`config.mk`:
```
export PLATFORM = sky130hd
export DESIGN_NAME = prince_inv_affine_serial
export DESIGN_NICKNAME = d
export VERILOG_FILES = /design/src/rtl/prince_inv_affine_serial.sv
export SDC_FILE = /design/constraint.sdc
export NUM_CORES = 1
export LEC_CHECK = 0
export ABC_AREA = 1
export CAP_MARGIN = 20
export CORE_UTILIZATION = 30
export CTS_CLUSTER_SIZE = 25
export DETAILED_ROUTE_END_ITERATION = 8
export PLACE_DENSITY = 0.64
export SLEW_MARGIN = 0
export SYNTH_ARGS = -nofsm -noshare
export SYNTH_HDL_FRONTEND = slang
export SYNTH_SLANG_ARGS = --single-unit
```
`constraint.sdc`:
```
create_clock -name clk -period 9.1 [get_ports clk]
set_clock_uncertainty 0.05 [all_clocks]
set_input_delay 1.365 -clock clk [delete_from_list [all_inputs] [get_ports clk]]
set_output_delay 1.365 -clock clk [all_outputs]
set_load 0.005 [all_outputs]
```
`src/rtl/prince_inv_affine_serial.sv`:
```
// Nibble-serial inverse-direction affine layer for a 3-share PRINCE state.
// Each share rotates through its own map instance; out_valid follows a one-cycle settle after the last rotation.
module prince_inv_affine_serial #(
  parameter int          WIDTH = 64,
  parameter int          LANES = 1,
  parameter logic [15:0] MAT   = 16'h8C23,
  parameter logic [3:0]  CST   = 4'h5
) (
  input  logic             clk,
  input  logic             rst,
  input  logic             in_valid,
  output logic             in_ready,
  input  logic [WIDTH-1:0] x1,
  input  logic [WIDTH-1:0] x2,
  input  logic [WIDTH-1:0] x3,
  output logic             out_valid,
  input  logic             out_ready,
  output logic [WIDTH-1:0] y1,
  output logic [WIDTH-1:0] y2,
  output logic [WIDTH-1:0] y3
);

  localparam int STEP = 4 * LANES;
  localparam int N    = WIDTH / STEP;
  localparam int CW   = (N > 1) ? $clog2(N) : 1;
  localparam logic [CW-1:0] LAST = CW'(N - 1);

  localparam logic [1:0] IDLE = 2'd0;
  localparam logic [1:0] BUSY = 2'd1;
  localparam logic [1:0] DONE = 2'd2;

  logic [1:0]       state;
  logic [CW-1:0]    cnt;
  logic             armed;
  logic [WIDTH-1:0] r1, r2, r3;

  function automatic logic [3:0] amap(input logic [3:0] x);
    logic [3:0] y;
    for (int i = 0; i < 4; i++) y[i] = ^(MAT[4*i +: 4] & x);
    return y ^ CST;
  endfunction

  // Low LANES nibbles are mapped and re-enter at the top; only one share per call.
  function automatic logic [WIDTH-1:0] step_share(input logic [WIDTH-1:0] r);
    logic [STEP-1:0] mapped;
    for (int l = 0; l < LANES; l++) mapped[4*l +: 4] = amap(r[4*l +: 4]);
    return (r >> STEP) | (WIDTH'(mapped) << (WIDTH - STEP));
  endfunction

  always_ff @(posedge clk or posedge rst) begin
    if (rst) begin
      state     <= IDLE;
      cnt       <= '0;
      armed     <= 1'b0;
      out_valid <= 1'b0;
      r1        <= '0;
      r2        <= '0;
      r3        <= '0;
    end else begin
      armed <= 1'b1;
      case (state)
        IDLE: begin
          if (in_valid && in_ready) begin
            r1    <= x1;
            r2    <= x2;
            r3    <= x3;
            cnt   <= '0;
            state <= BUSY;
          end
        end
        BUSY: begin
          r1 <= step_share(r1);
          r2 <= step_share(r2);
          r3 <= step_share(r3);
          if (cnt == LAST) state <= DONE;
          else             cnt   <= cnt + 1'b1;
        end
        DONE: begin
          if (out_valid && out_ready) begin
            out_valid <= 1'b0;
            state     <= IDLE;
          end else begin
            out_valid <= 1'b1;
          end
        end
        default: state <= IDLE;
      endcase
    end
  end

  // armed keeps in_ready low through reset and until the first edge after release.
  assign in_ready = armed && (state == IDLE);
  assign y1 = r1;
  assign y2 = r2;
  assign y3 = r3;

endmodule

```
==> flow_metrics.tcl, run 1 <==
set metrics [dict create \
    rsz0062_at_grt "no" \
    power_density_nw_per_um2 330.3 \
    grt_pass1_wl_um 48780 \
    route.vias.total 9376 \
    synthDistinctLibCells 21 \
    dpl.hpwl_um 22990 \
    setup_ws_ns 5.500 \
    ant_nets 0 \
    cts_hold_buf 0 \
    yosysTopAreaCell "dfrtp_1" \
    drt_iter0_drc 503 \
    dieArea_um2 34430 \
    netlist_top_cells_area "dfrtp_1 (50%), nand2_1 (16%), o21ai_0 (12%), inv_1 (7.1%), o21ai_1 (5.4%)" \
    final_max_slew_viol_count 0 \
    grt_pass1_vias 8806 \
    wirelength_um 32060 \
    cts_resized 0 \
    rows 66 \
    crit_cells 6 \
    cp.arrival_ns 3.88 \
    grt_use_total_pct 18.33 \
    die_w_um 185.6 \
    pre_cts_slack_ns 4.931 \
    worstPathRequired_ns 9.38 \
    cts_buffer_depth 2 \
    hold_ws_ns 0.4903 \
    avgSynthCellArea_um2 7.733 \
    fp.dieH_um 185.6 \
    tns_ns 0 \
    htreeDepth 4 \
    r2r_slack_ns 5.96 \
    nets 1835 \
    slew_headroom_pct 30.98 \
    cts_root_buf "clkbuf_16" \
    path_class "in2reg" \
    port_buffers 389 \
    reg2reg_depth 6 \
    antenna_found_initial 0 \
    yosys_warnings 0 \
    crit_slowest_cell "nand2_8" \
    area_delta_synth_final_pct 43.69 \
    power_w 0.004797 \
    vdd_ir_drop_max_mv 0.1974 \
    drc 0 \
    cp-end-kind "flop" \
    drv_cap 0 \
    synth_cells 1307 \
    critPathMaxStageDelay_ns 0.61 \
    drive_gt1_share_pct 3.634 \
    cpLargestDelayFamily "buffers and inverters" \
    cts_buffers 17 \
    crit_start "in_valid" \
    finalCriticalPeriod_ns 3.600 \
    fin_util_pct 44.19 \
    path_cells "clkdlybuf4s50_1, nand4_2, nand2_8, buf_12, nand2_1, o21ai_1" \
    r2r-end "y2[12]" \
    endpoint "y2[12]" \
    hold_viol_final 0 \
    nFillCells 3350 \
    cts_setup_buffers 0 \
    firstDrtPassIters 5 \
    cts_tree "yes" \
    diodes 0 \
    numClockSinks 200 \
    max_clock_freq_mhz 277.8 \
    fin_crit_sh_pct 39.56 \
    synth_seq_cells 200 \
    grt-ovfl-total 0 \
    clk_pin_slew_ns 0.07 \
    ios 390 \
    gp_congestion 0.7954 \
    clkLatencyLatePin_ns 0.44 \
    leakage_nw 6.442 \
    core-area_um2 32870 \
    crit_buf_inv 2 \
    min_path_type "reg2reg" \
    viasPerCell 4.480 \
    synth_top_area_share_pct 49.52 \
    finalSetupViolCount 0 \
    startpoint_type "primary input" \
    ys_seq_area_share_pct 49.52 \
    synth_nets 1504 \
    start_util_pct 30.75 \
    outcome "finished clean" \
    crit_fanout 205 \
    r2r-start "state[1]" \
    avgRoutedWirePerCell_um 15.32 \
    grt_max_degree 206 \
    syn_area_um2 10110 \
    worst_pin_slew_ns 1.035 \
]
how the worst min path moves through the flow:
stage / endpoint / start / cells after the start / slack (ns)
global placement: y3[60] / y3[60] / 2 / 0.46
global route: y3[62] / y3[62] / 2 / 0.50
floorplan: y1[60] / y1[60] / 2 / 0.44
CTS: y3[62] / y3[62] / 2 / 0.48
detailed placement: y3[62] / y3[62] / 2 / 0.46
finish: y1[52] / y1[52] / 2 / 0.49
registers in the layout, summed over array words and instances (netlist names):
signal,cells
y3,64
out_valid,1
y1,64
armed,1
state,2
cnt,4
y2,64
final cells by class:
type                       count  area [um^2]  area share [%]
sequential                   200         5005           34.46
timing repair buffer         395         3951           27.21
multi-input combinational    831         3719           25.61
inverter                     193        732.0           5.040
tap                          442        553.0           3.808
clock buffer                  19        432.9           2.981
clock inverter                13        130.1          0.8960
worst min-delay path, cell delays in order, from the launching register on:
cell and delay (ns):
dfrtp_1 0.38, inv_1 0.07, o21ai_1 0.06
Yosys cell counts:
master    instances
clkbuf_2          1
conb_1            1
inv_1           191
buf_2            12
inv_2             2
nor3b_1           1
o21ai_1         109
nor2_1            2
nand2_4           2
a21oi_1           1
dfrtp_1         200
nand4_2           1
nand4_1           1
nand3_1          10
nand2_1         442
buf_6            32
buf_4            29
o21ai_2          18
o21ai_0         242
ha_1              1
clkbuf_1          9
logic make-up (layout without fill, tap and decap cells):
family                     after synthesis  after routing  synth area share, %
and+or+nand+nor                        459            459                17.47
AOI/OAI and AO/OA                      370            370                18.99
buffers and inverters                  276            620                13.86
DFF                                    200            200                49.52
adders and majority gates                1              1               0.1238
other                                    1              1              0.03710
stage by stage:
stage / instance area (um^2) / cells
CTS: 14520 / 2093
global route: 14520 / 2093
global placement: 13960 / 2061
floorplan: 10110 / 1307
detailed placement: 13960 / 2061
finish: 14520 / 2093
power by group:
part	switching, W	total [W]	internal, W
sequential	0.000245	0.00155	0.00130
clock	0.000387	0.000754	0.000366
combinational	0.00132	0.00250	0.00118
metal layers:
metal	global-route usage, %	share of wire [%]	up-vias
met5	0	0	-
met4	4.361	1.1	0
met3	5.713	9.1	16
met2	30.62	47	294
met1	22.95	43	4320
li1	-	-	4746
cell usage in the layout, fill, tap and decap left out:
cell,count
dfrtp_1,200
nand2_8,2
inv_8,3
nand2_1,442
clkdlybuf4s50_1,389
nand4_2,1
o21ai_0,242
clkbuf_16,17
clkinv_8,2
a21oi_1,1
clkinv_2,1
nor3b_1,1
o21ai_2,18
inv_6,7
buf_4,5
clkbuf_1,2
inv_2,2
nand4_1,1
nand3_1,10
clkinv_4,1
inv_1,190
buf_12,1
o21ai_1,109
nor2_1,2
conb_1,1
ha_1,1
No activity file was read; power rests on OpenSTA's default activity.
==> run 2: changes to the inputs <==
Clock period 9.1 ns to 3.35 ns, I/O delays scaled along.
==> run 2 against run 1 <==
Clock power increased to 2.8 times the previous value. First-iteration DRC count fell by 12%. Wire length is essentially flat. Die area did not move. Via count rose by 1.3%. Sequential share of layout area is 0.42 points lower. Design area is 1.2% higher. Register-to-register slack got worse by 4.8 ns. Worst setup slack got worse by 4.6 ns. Clock-buffer cell count is 2 lower. Sequential power rose to 2.7 times the previous value. Critical endpoint is now in_ready. Largest cell class unchanged. Largest power group unchanged.
==> flow_metrics.tcl, run 2 (synthesized netlist as in run 1, its figures left out) <==
set metrics [dict create \
    dp.cells 2073 \
    area_delta_synth_final_pct 45.47 \
    crit_fanout 4 \
    outcome "finished clean" \
    wl_met3_um 2654 \
    crit_slowest_cell "clkdlybuf4s50_1" \
    r2r-end "y2[60]" \
    cts_root_buf "clkbuf_16" \
    dieArea_um2 34430 \
    grt_pass1_vias 9074 \
    min_path_type "in2async" \
    cts_buffer_depth 2 \
    clk_pin_slew_ns 0.08 \
    htreeDepth 4 \
    max_clock_freq_mhz 412.9 \
    cp.arrival_ns 1.87 \
    grt_max_degree 138 \
    ios 390 \
    grt-ovfl-total 0 \
    fin_cells 2105 \
    nets 1847 \
    reg2reg_depth 7 \
    diodes 0 \
    finalCriticalPeriod_ns 2.422 \
    finalSetupViolCount 0 \
    core-area_um2 32870 \
    clkLatencyLatePin_ns 0.43 \
    cp-end-kind "output port" \
    ant_nets 0 \
    firstDrtPassIters 5 \
    grt_use_total_pct 18.58 \
    numClockSinks 200 \
    final_max_slew_viol_count 0 \
    port_buffers 389 \
    grt_pass1_wl_um 49360 \
    cts_hold_buf 0 \
    path_class "reg2out" \
    antenna_found_initial 0 \
    viasPerCell 4.513 \
    fin_crit_sh_pct 72.29 \
    wl_met2_um 15010 \
    r2r_slack_ns 1.19 \
    hold_viol_final 0 \
    startpoint_type "flop" \
    vdd_ir_drop_max_mv 0.3886 \
    path_cells "nor3b_1, clkdlybuf4s50_1" \
    route.vias.total 9499 \
    wl_met1_um 13950 \
    critPathMaxStageDelay_ns 0.60 \
    cts_buffers 17 \
    rsz0062_at_grt "no" \
    drive_gt1_share_pct 4.450 \
    drc 0 \
    dpl.hpwl_um 23580 \
    cts_resized 0 \
    fp.dieH_um 185.6 \
    wirelength_um 32040 \
    final_cell_mix "nand2_1 (442), clkdlybuf4s50_1 (389), o21ai_0 (242), dfrtp_1 (200), inv_1 (190)" \
    worstPathRequired_ns 2.80 \
    rows 66 \
    gp_congestion 0.8037 \
    tns_ns 0 \
    r2r-start "state[1]" \
    worst_pin_slew_ns 0.6305 \
    die_w_um 185.6 \
    cts_tree "yes" \
    leakage_nw 6.527 \
    avgRoutedWirePerCell_um 15.22 \
    drv_cap 0 \
    slew_headroom_pct 57.92 \
    final_common_cell "nand2_1" \
    start_util_pct 30.75 \
    cts_setup_buffers 0 \
    power_density_nw_per_um2 894.3 \
    drt_iter0_drc 441 \
    routed.top_layer "met4" \
]
run 2: cell count changes in the layout (fill, tap and decap cells not counted), moves of 2 or more:
cell / change
buf_12: +7
buf_4: +5
clkbuf_1: -2
clkinv_2: +3
clkinv_4: +2
clkinvlp_4: +2
inv_6: -2
inv_8: -3
run 2: worst max-delay path by stage:
stage	from	end	slack [ns]	cells after the start
floorplan	rst	armed	0.21	1
global placement	in_valid	y2[22]	1.02	5
detailed placement	in_valid	y2[26]	0.94	5
CTS	state[0]	in_ready	0.84	2
global route	state[0]	in_ready	0.82	2
finish	state[0]	in_ready	0.93	2
run 2: layout make-up:
class | instances | area (um^2)
Fill cell | 3381 | 18160
Clock inverter | 15 | 143.9
Timing Repair Buffer | 407 | 4129
Inverter | 193 | 728.2
Multi-Input combinational cell | 831 | 3719
Sequential cell | 200 | 5005
Tap cell | 442 | 553.0
Clock buffer | 17 | 425.4
run 2: critical path: cells and delay by family, from the launching register on:
| family | cells | cell delay [ns] |
|---|---|---|
| simple gates | 1 | 0.37 |
| buf+inv | 1 | 0.60 |
| flops | 1 | 0.48 |
run 2: where the power goes:
group | leakage (nW) | switching, W | internal, W
clock | 0.281 | 0.00103 | 0.00105
combinational | 3.73 | 0.00360 | 0.00329
sequential | 2.51 | 0.000648 | 0.00353
total | 6.53 | 0.00528 | 0.00787
run 2: stage by stage:
step / cell area [um^2] / utilization (%) / total power, W / hold WS (ns) / setup slack [ns]
5_1_grt: 14700 / 44.74 / 0.01438 / 0.4016 / 0.8240
3_3_place_gp: 14130 / 43.00 / 0.01107 / 0.4323 / 1.016
2_1_floorplan: 10110 / - / 0.008034 / 0.4371 / 0.2092
6_report: 14700 / 44.74 / 0.01315 / 0.3971 / 0.9282
3_5_place_dp: 14130 / 43.00 / 0.01119 / 0.4375 / 0.9444
4_1_cts: 14700 / 44.74 / 0.01335 / 0.3854 / 0.8425
run 2: routing by layer:
layer	global-route usage, %	vias up
li1	-	4769
met1	23.36	4414
met2	31.01	295
met3	5.694	21
met4	4.393	0
met5	0	-
